--- config.mk ---
export PLATFORM = sky130hd
export DESIGN_NAME = sync_multi_filt_flat
export DESIGN_NICKNAME = d
export VERILOG_FILES = /design/src/rtl/sync_multi_filt_if.sv /design/src/rtl/sync_multi_filt.sv /design/src/flat_wrapper.sv
export SDC_FILE = /design/constraint.sdc
export NUM_CORES = 1
export LEC_CHECK = 0
export BUFFER_PORTS_ARGS = -buffer_cell sky130_fd_sc_hd__buf_2
export CAP_MARGIN = 40
export CORE_MARGIN = 2
export CORE_UTILIZATION = 45
export DETAILED_ROUTE_END_ITERATION = 6
export PLACE_DENSITY = 0.73
export SYNTH_ARGS = -nofsm -noshare
export SYNTH_HDL_FRONTEND = slang
export SYNTH_SLANG_ARGS = --single-unit
--- constraint.sdc ---
create_clock -name sync_clk -period 0.9 [get_ports sync_clk]
set_input_delay 0.18 -clock sync_clk [delete_from_list [all_inputs] [get_ports sync_clk]]
set_output_delay 0.18 -clock sync_clk [all_outputs]
set_load 0.05 [all_outputs]
--- src/rtl/sync_multi_filt_if.sv ---
// -----------------------------------------------------------------------------
// sync_multi_filt_if
// Bundle of the sample enable, the asynchronous inputs and the synchronised
// outputs of sync_multi_filt. Clock and reset stay plain ports on the module.
//   sync_clk_en  sample enable (master -> slave)
//   data_in      WIDTH asynchronous inputs (master -> slave)
//   data_out     WIDTH synchronised / filtered levels (slave -> master)
//   rise_pulse   WIDTH one-cycle 0->1 pulses on data_out (slave -> master)
//   fall_pulse   WIDTH one-cycle 1->0 pulses on data_out (slave -> master)
// -----------------------------------------------------------------------------
interface sync_multi_filt_if #(
  parameter int unsigned WIDTH = 8
);
  logic             sync_clk_en;
  logic [WIDTH-1:0] data_in;
  logic [WIDTH-1:0] data_out;
  logic [WIDTH-1:0] rise_pulse;
  logic [WIDTH-1:0] fall_pulse;

  modport master (
    output sync_clk_en,
    output data_in,
    input  data_out,
    input  rise_pulse,
    input  fall_pulse
  );

  modport slave (
    input  sync_clk_en,
    input  data_in,
    output data_out,
    output rise_pulse,
    output fall_pulse
  );
endinterface : sync_multi_filt_if

--- src/rtl/sync_multi_filt.sv ---
// -----------------------------------------------------------------------------
// sync_multi_filt
// WIDTH independent asynchronous inputs brought into the sync_clk domain
// through a STAGES-deep flop chain, followed by an optional per-channel glitch
// filter and registered rise/fall edge pulses.
//
// Build option: define SYNC_FILTER_EN to instantiate the per-channel filter
// counters (a new level must be seen on FILT_CNT consecutive enabled samples).
// Without it, data_out simply re-registers the chain output and FILT_CNT is
// not used.
//
// Ports
//   sync_clk    destination clock
//   sync_rst_n  asynchronous active-low reset
//   bus         sync_multi_filt_if.slave: sync_clk_en, data_in, data_out,
//               rise_pulse, fall_pulse
// -----------------------------------------------------------------------------
module sync_multi_filt #(
  parameter int unsigned      WIDTH    = 8,
  parameter int unsigned      STAGES   = 2,
  parameter int unsigned      FILT_CNT = 3,
  parameter logic [WIDTH-1:0] RST_VAL  = {WIDTH{1'b0}}
) (
  input logic               sync_clk,
  input logic               sync_rst_n,
  sync_multi_filt_if.slave  bus
);

  // Elaboration-time parameter sanity checks.
  if (WIDTH < 1) begin : g_bad_width
    $error("sync_multi_filt: WIDTH must be >= 1");
  end
  if (STAGES < 2) begin : g_bad_stages
    $error("sync_multi_filt: STAGES must be >= 2");
  end
  if (FILT_CNT < 1) begin : g_bad_filt_cnt
    $error("sync_multi_filt: FILT_CNT must be >= 1");
  end

  logic [WIDTH-1:0] r_sync [STAGES];
  logic [WIDTH-1:0] w_sync_out;
  logic [WIDTH-1:0] w_data_nxt;
  logic [WIDTH-1:0] r_data_out;
  logic [WIDTH-1:0] r_rise;
  logic [WIDTH-1:0] r_fall;

  // ---------------------------------------------------------------------------
  // Synchroniser chain, advances only on enabled cycles.
  // NOTE: the chain is a flop array, not a RAM, so every entry is reset; a
  // real memory would be left unreset. State is always written with <= so
  // all flops sample the pre-edge values.
  // ---------------------------------------------------------------------------
  always_ff @(posedge sync_clk or negedge sync_rst_n) begin
    if (!sync_rst_n) begin
      for (int k = 0; k < STAGES; k++) r_sync[k] <= RST_VAL;
    end else if (bus.sync_clk_en) begin
      r_sync[0] <= bus.data_in;
      for (int k = 1; k < STAGES; k++) r_sync[k] <= r_sync[k-1];
    end
  end

  assign w_sync_out = r_sync[STAGES-1];

`ifdef SYNC_FILTER_EN
  localparam int unsigned CNT_W = $clog2(FILT_CNT + 1);

  logic [CNT_W-1:0] r_cnt     [WIDTH];
  logic [CNT_W-1:0] w_cnt_nxt [WIDTH];

  // Per-channel qualification: a differing level is accepted on the
  // FILT_CNT-th consecutive enabled sample; any agreeing sample restarts it.
  // With the enable low everything holds, so counting resumes afterwards.
  // NOTE: defaults first so every path assigns every output (no latches).
  always_comb begin
    w_data_nxt = r_data_out;
    for (int i = 0; i < WIDTH; i++) w_cnt_nxt[i] = r_cnt[i];
    if (bus.sync_clk_en) begin
      for (int i = 0; i < WIDTH; i++) begin
        if (w_sync_out[i] == r_data_out[i]) begin
          w_cnt_nxt[i] = '0;
        end else if (r_cnt[i] == CNT_W'(FILT_CNT - 1)) begin
          w_data_nxt[i] = w_sync_out[i];
          w_cnt_nxt[i]  = '0;
        end else begin
          w_cnt_nxt[i]  = r_cnt[i] + 1'b1;
        end
      end
    end
  end

  always_ff @(posedge sync_clk or negedge sync_rst_n) begin
    if (!sync_rst_n) begin
      for (int i = 0; i < WIDTH; i++) r_cnt[i] <= '0;
    end else begin
      r_cnt <= w_cnt_nxt;
    end
  end
`else
  // Unfiltered: one extra register stage after the chain.
  always_comb begin
    w_data_nxt = bus.sync_clk_en ? w_sync_out : r_data_out;
  end
`endif

  // ---------------------------------------------------------------------------
  // Output level and edge pulses. The pulses are derived from the next value,
  // so they become visible in the same cycle as the new data_out. They update
  // every clock (not gated by the enable), hence last exactly one cycle; with
  // the enable low w_data_nxt equals r_data_out, which clears them.
  // ---------------------------------------------------------------------------
  always_ff @(posedge sync_clk or negedge sync_rst_n) begin
    if (!sync_rst_n) begin
      r_data_out <= RST_VAL;
      r_rise     <= '0;
      r_fall     <= '0;
    end else begin
      r_data_out <= w_data_nxt;
      r_rise     <= w_data_nxt & ~r_data_out;
      r_fall     <= ~w_data_nxt & r_data_out;
    end
  end

  assign bus.data_out   = r_data_out;
  assign bus.rise_pulse = r_rise;
  assign bus.fall_pulse = r_fall;

endmodule : sync_multi_filt

--- src/flat_wrapper.sv ---
// flat-port wrapper written by rule: the top's interface ports become plain ports
module sync_multi_filt_flat 
#(
  parameter int unsigned      WIDTH    = 8,
  parameter int unsigned      STAGES   = 2,
  parameter int unsigned      FILT_CNT = 3,
  parameter logic [WIDTH-1:0] RST_VAL  = {WIDTH{1'b0}}
)
  (sync_clk, sync_rst_n, bus_sync_clk_en, bus_data_in, bus_data_out, bus_rise_pulse, bus_fall_pulse);
  sync_multi_filt_if #(.WIDTH(WIDTH)) bus_i ();
  input logic sync_clk;
  input logic sync_rst_n;
  input wire logic [$bits(bus_i.sync_clk_en)-1:0] bus_sync_clk_en;
  input wire logic [$bits(bus_i.data_in)-1:0] bus_data_in;
  output wire logic [$bits(bus_i.data_out)-1:0] bus_data_out;
  output wire logic [$bits(bus_i.rise_pulse)-1:0] bus_rise_pulse;
  output wire logic [$bits(bus_i.fall_pulse)-1:0] bus_fall_pulse;
  assign bus_i.sync_clk_en = bus_sync_clk_en;
  assign bus_i.data_in = bus_data_in;
  assign bus_data_out = bus_i.data_out;
  assign bus_rise_pulse = bus_i.rise_pulse;
  assign bus_fall_pulse = bus_i.fall_pulse;
  sync_multi_filt #(.WIDTH(WIDTH), .STAGES(STAGES), .FILT_CNT(FILT_CNT), .RST_VAL(RST_VAL)) u_core (.sync_clk(sync_clk), .sync_rst_n(sync_rst_n), .bus(bus_i));
endmodule
==> flow_summary.yaml <==
cts:
  clkSlewWorstSetupHoldPaths_ns: 0.12
  htreeDepth: 2
  cts_tree: "done"
  cts.sinks: 40
  cts_buffers: 5
  cts_buffer_depth: 2
  clk_latency_ns: 0.34
  cts_root_buf: "clkbuf_4"
timing:
  rsz0062_at_grt: "true"
  layout_min_cycle_time_ns: 1.13
  hold_violations: 0
  timing.setup.tns_ns: -4.53
  drv_slew: 0
  worst_hold_slack_ns: 0.0623
  final.period_utilization_pct: 125
  setup-violations-final: 30
  finalWorstSetupSlack_ns: -0.225
  tightest_slew_ns: 0.209
  skew_ns: 0.0125
  fmax_mhz: 889
  slew_headroom_pct: 86.0
global_route:
  grtUsageMet1_pct: 18.5
  grt_max_degree: 41
  grt_pass1_vias: 865
  use_met2_pct: 25.0
  overflow: 0
  gr-max-usage-layer: "met2"
  antenna_found_initial: 0
  grt.met3_usage_pct: 3.84
  grt_pass1_wl_um: 4010
  track_usage_pct: 15.7
cells_and_area:
  fin_nets: 143
  fillers: 211
  final_common_cell: "dfrtp_1"
  n_antenna_cell: 0
  layout-drive-gt1-share_pct: 63.2
  syn_to_final_growth_pct: 43.7
  final_cell_mix: "dfrtp_1 (32), buf_6 (29), mux2_2 (21), and3b_1 (16), buf_2 (10)"
  instances_no_fill: 177
yosys:
  synth_cell_types: 5
  netlist_area_sq_um: 1450
  syn_inst: 84
  yosysSeqAreaShare_pct: 69.0
  syn-num-nets: 95
  avgSynthCellArea_sq_um: 17.3
  ys.warnings.count: 0
  synth-seq-cells: 40
placement:
  gp_congestion: 0.636
  post-place-ws_ns: -0.0719
  io_buffers: 34
  place_inst: 162
setup_path:
  cp_slowest_stage_delay_ns: 0.45
  cp_cell_sequence: "buf_6"
  cp_top_family: "flip-flops"
  arrival_ns: 0.95
  crit_path_start_kind: "flop"
  worst-setup-path-type: "reg -> out"
  crit_required_ns: 0.72
  critPathCaptureType: "output port"
  crit_buf_inv: 1
  worst_path_max_delay_cell: "dfrtp_2"
  crit_fanout: 2
pwr:
  power_density_nw_per_um2: 2550
  vdd_drop_max_uv: 1200
  p_leak_nw: 1.03
routing:
  drt_first_pass_iters: 2
  vias: 815
  detail-route-antenna-nets: 0
  viasPerCell: 4.60
  postRouteWirelength_um: 2380
  drt-wirelength-per-cell_um: 13.4
  drtIter0Drc: 17
  drc_errors: 0
floorplan:
  die-area_sq_um: 3690
  fp-row-count: 20
  die_width_um: 60.8
  start_util_pct: 47.5
  fp.dieH_um: 60.8
  core_region_area_sq_um: 3050
  ioPinCount: 35
outcome:
  violations: "setup timing"
  status: "finished with violations"
job:
  cap_viol_max_count: 0
worst_hold_path:
  hold_class: "in -> reg"
[per-stage QoR]
stage	util [%]	instance area, sq um	total power [mW]
after floorplan	-	1460	2.96
after global placement	56.1	1710	3.21
after detailed placement	56.1	1710	3.26
after CTS	67.7	2070	5.30
after global routing	68.3	2080	5.51
final	68.3	2080	5.31
[state kept, by name, indices dropped and copies added (netlist names)]
| name | flops |
|---|---|
| u_core.bus.data_out | 8 |
| u_core.bus.fall_pulse | 8 |
| u_core.bus.rise_pulse | 8 |
| u_core.r_sync | 8 |
| u_core.w_sync_out | 8 |
[routing by layer]
layer	wire length, um	up-vias
li1	-	388
met1	1030	396
met2	1180	25
met3	97	6
met4	74	0
met5	0	-
[cells in the mapped netlist]
| cell | instances | area (sq um) |
|---|---|---|
| and3b_1 | 16 | 140 |
| buf_6 | 3 | 33.8 |
| clkbuf_2 | 1 | 5.00 |
| dfrtp_1 | 40 | 1000 |
| mux2_2 | 24 | 270 |
[where the power goes]
part	switching, mW	leakage [nW]	total, mW	internal, mW
Combinational	0.741	0.481	1.37	0.628
Clock	0.583	0.0654	1.73	1.14
Sequential	0.172	0.489	2.21	2.04
Total	1.50	1.03	5.31	3.81
[layout make-up]
class | count | area (sq um) | share of cell area (%)
clock buffer | 5 | 37.5 | 1.80
multi-input combinational | 40 | 422 | 20.2
clock inverter | 3 | 90.1 | 4.32
sequential | 40 | 1010 | 48.5
tap | 44 | 55.1 | 2.64
timing repair buffer | 45 | 469 | 22.5
[final timing paths]
path	from	to	slack (ns)	cells after the start
hold / removal	bus_data_in[1]	u_core.r_sync[9]$_DFFE_PN0P_	0.06	2
setup reg to reg	u_core.bus.data_out[3]$_DFF_PN0_	u_core.bus.data_out[3]$_DFF_PN0_	-0.03	2
max in group asynchronous	sync_rst_n	u_core.bus.data_out[4]$_DFF_PN0_	0.36	3
hold reg to reg	u_core.r_sync[8]$_DFFE_PN0P_	u_core.r_sync[8]$_DFFE_PN0P_	0.51	1
min in group asynchronous	sync_rst_n	u_core.r_sync[10]$_DFFE_PN0P_	0.31	3
setup / recovery	u_core.bus.data_out[3]$_DFF_PN0_	bus_data_out[3]	-0.23	1
[logic make-up (layout without fill, tap and decap cells)]
group,count (synthesis),count (layout),synth area share [%]
simple gates,16,16,9.66
flops,40,40,69.0
mux,24,24,18.6
buf+inv,4,53,2.67
[timing repair]
action / 4_1_cts / 5_1_grt
endpoints found under the setup margin: 24 / 30
endpoints found under the hold margin: 40 / 0
buffers inserted: 6 / 3
gates resized for setup: 53 / 8
hold buffers: 1 / 0
Power figures use the tool's default switching activity.
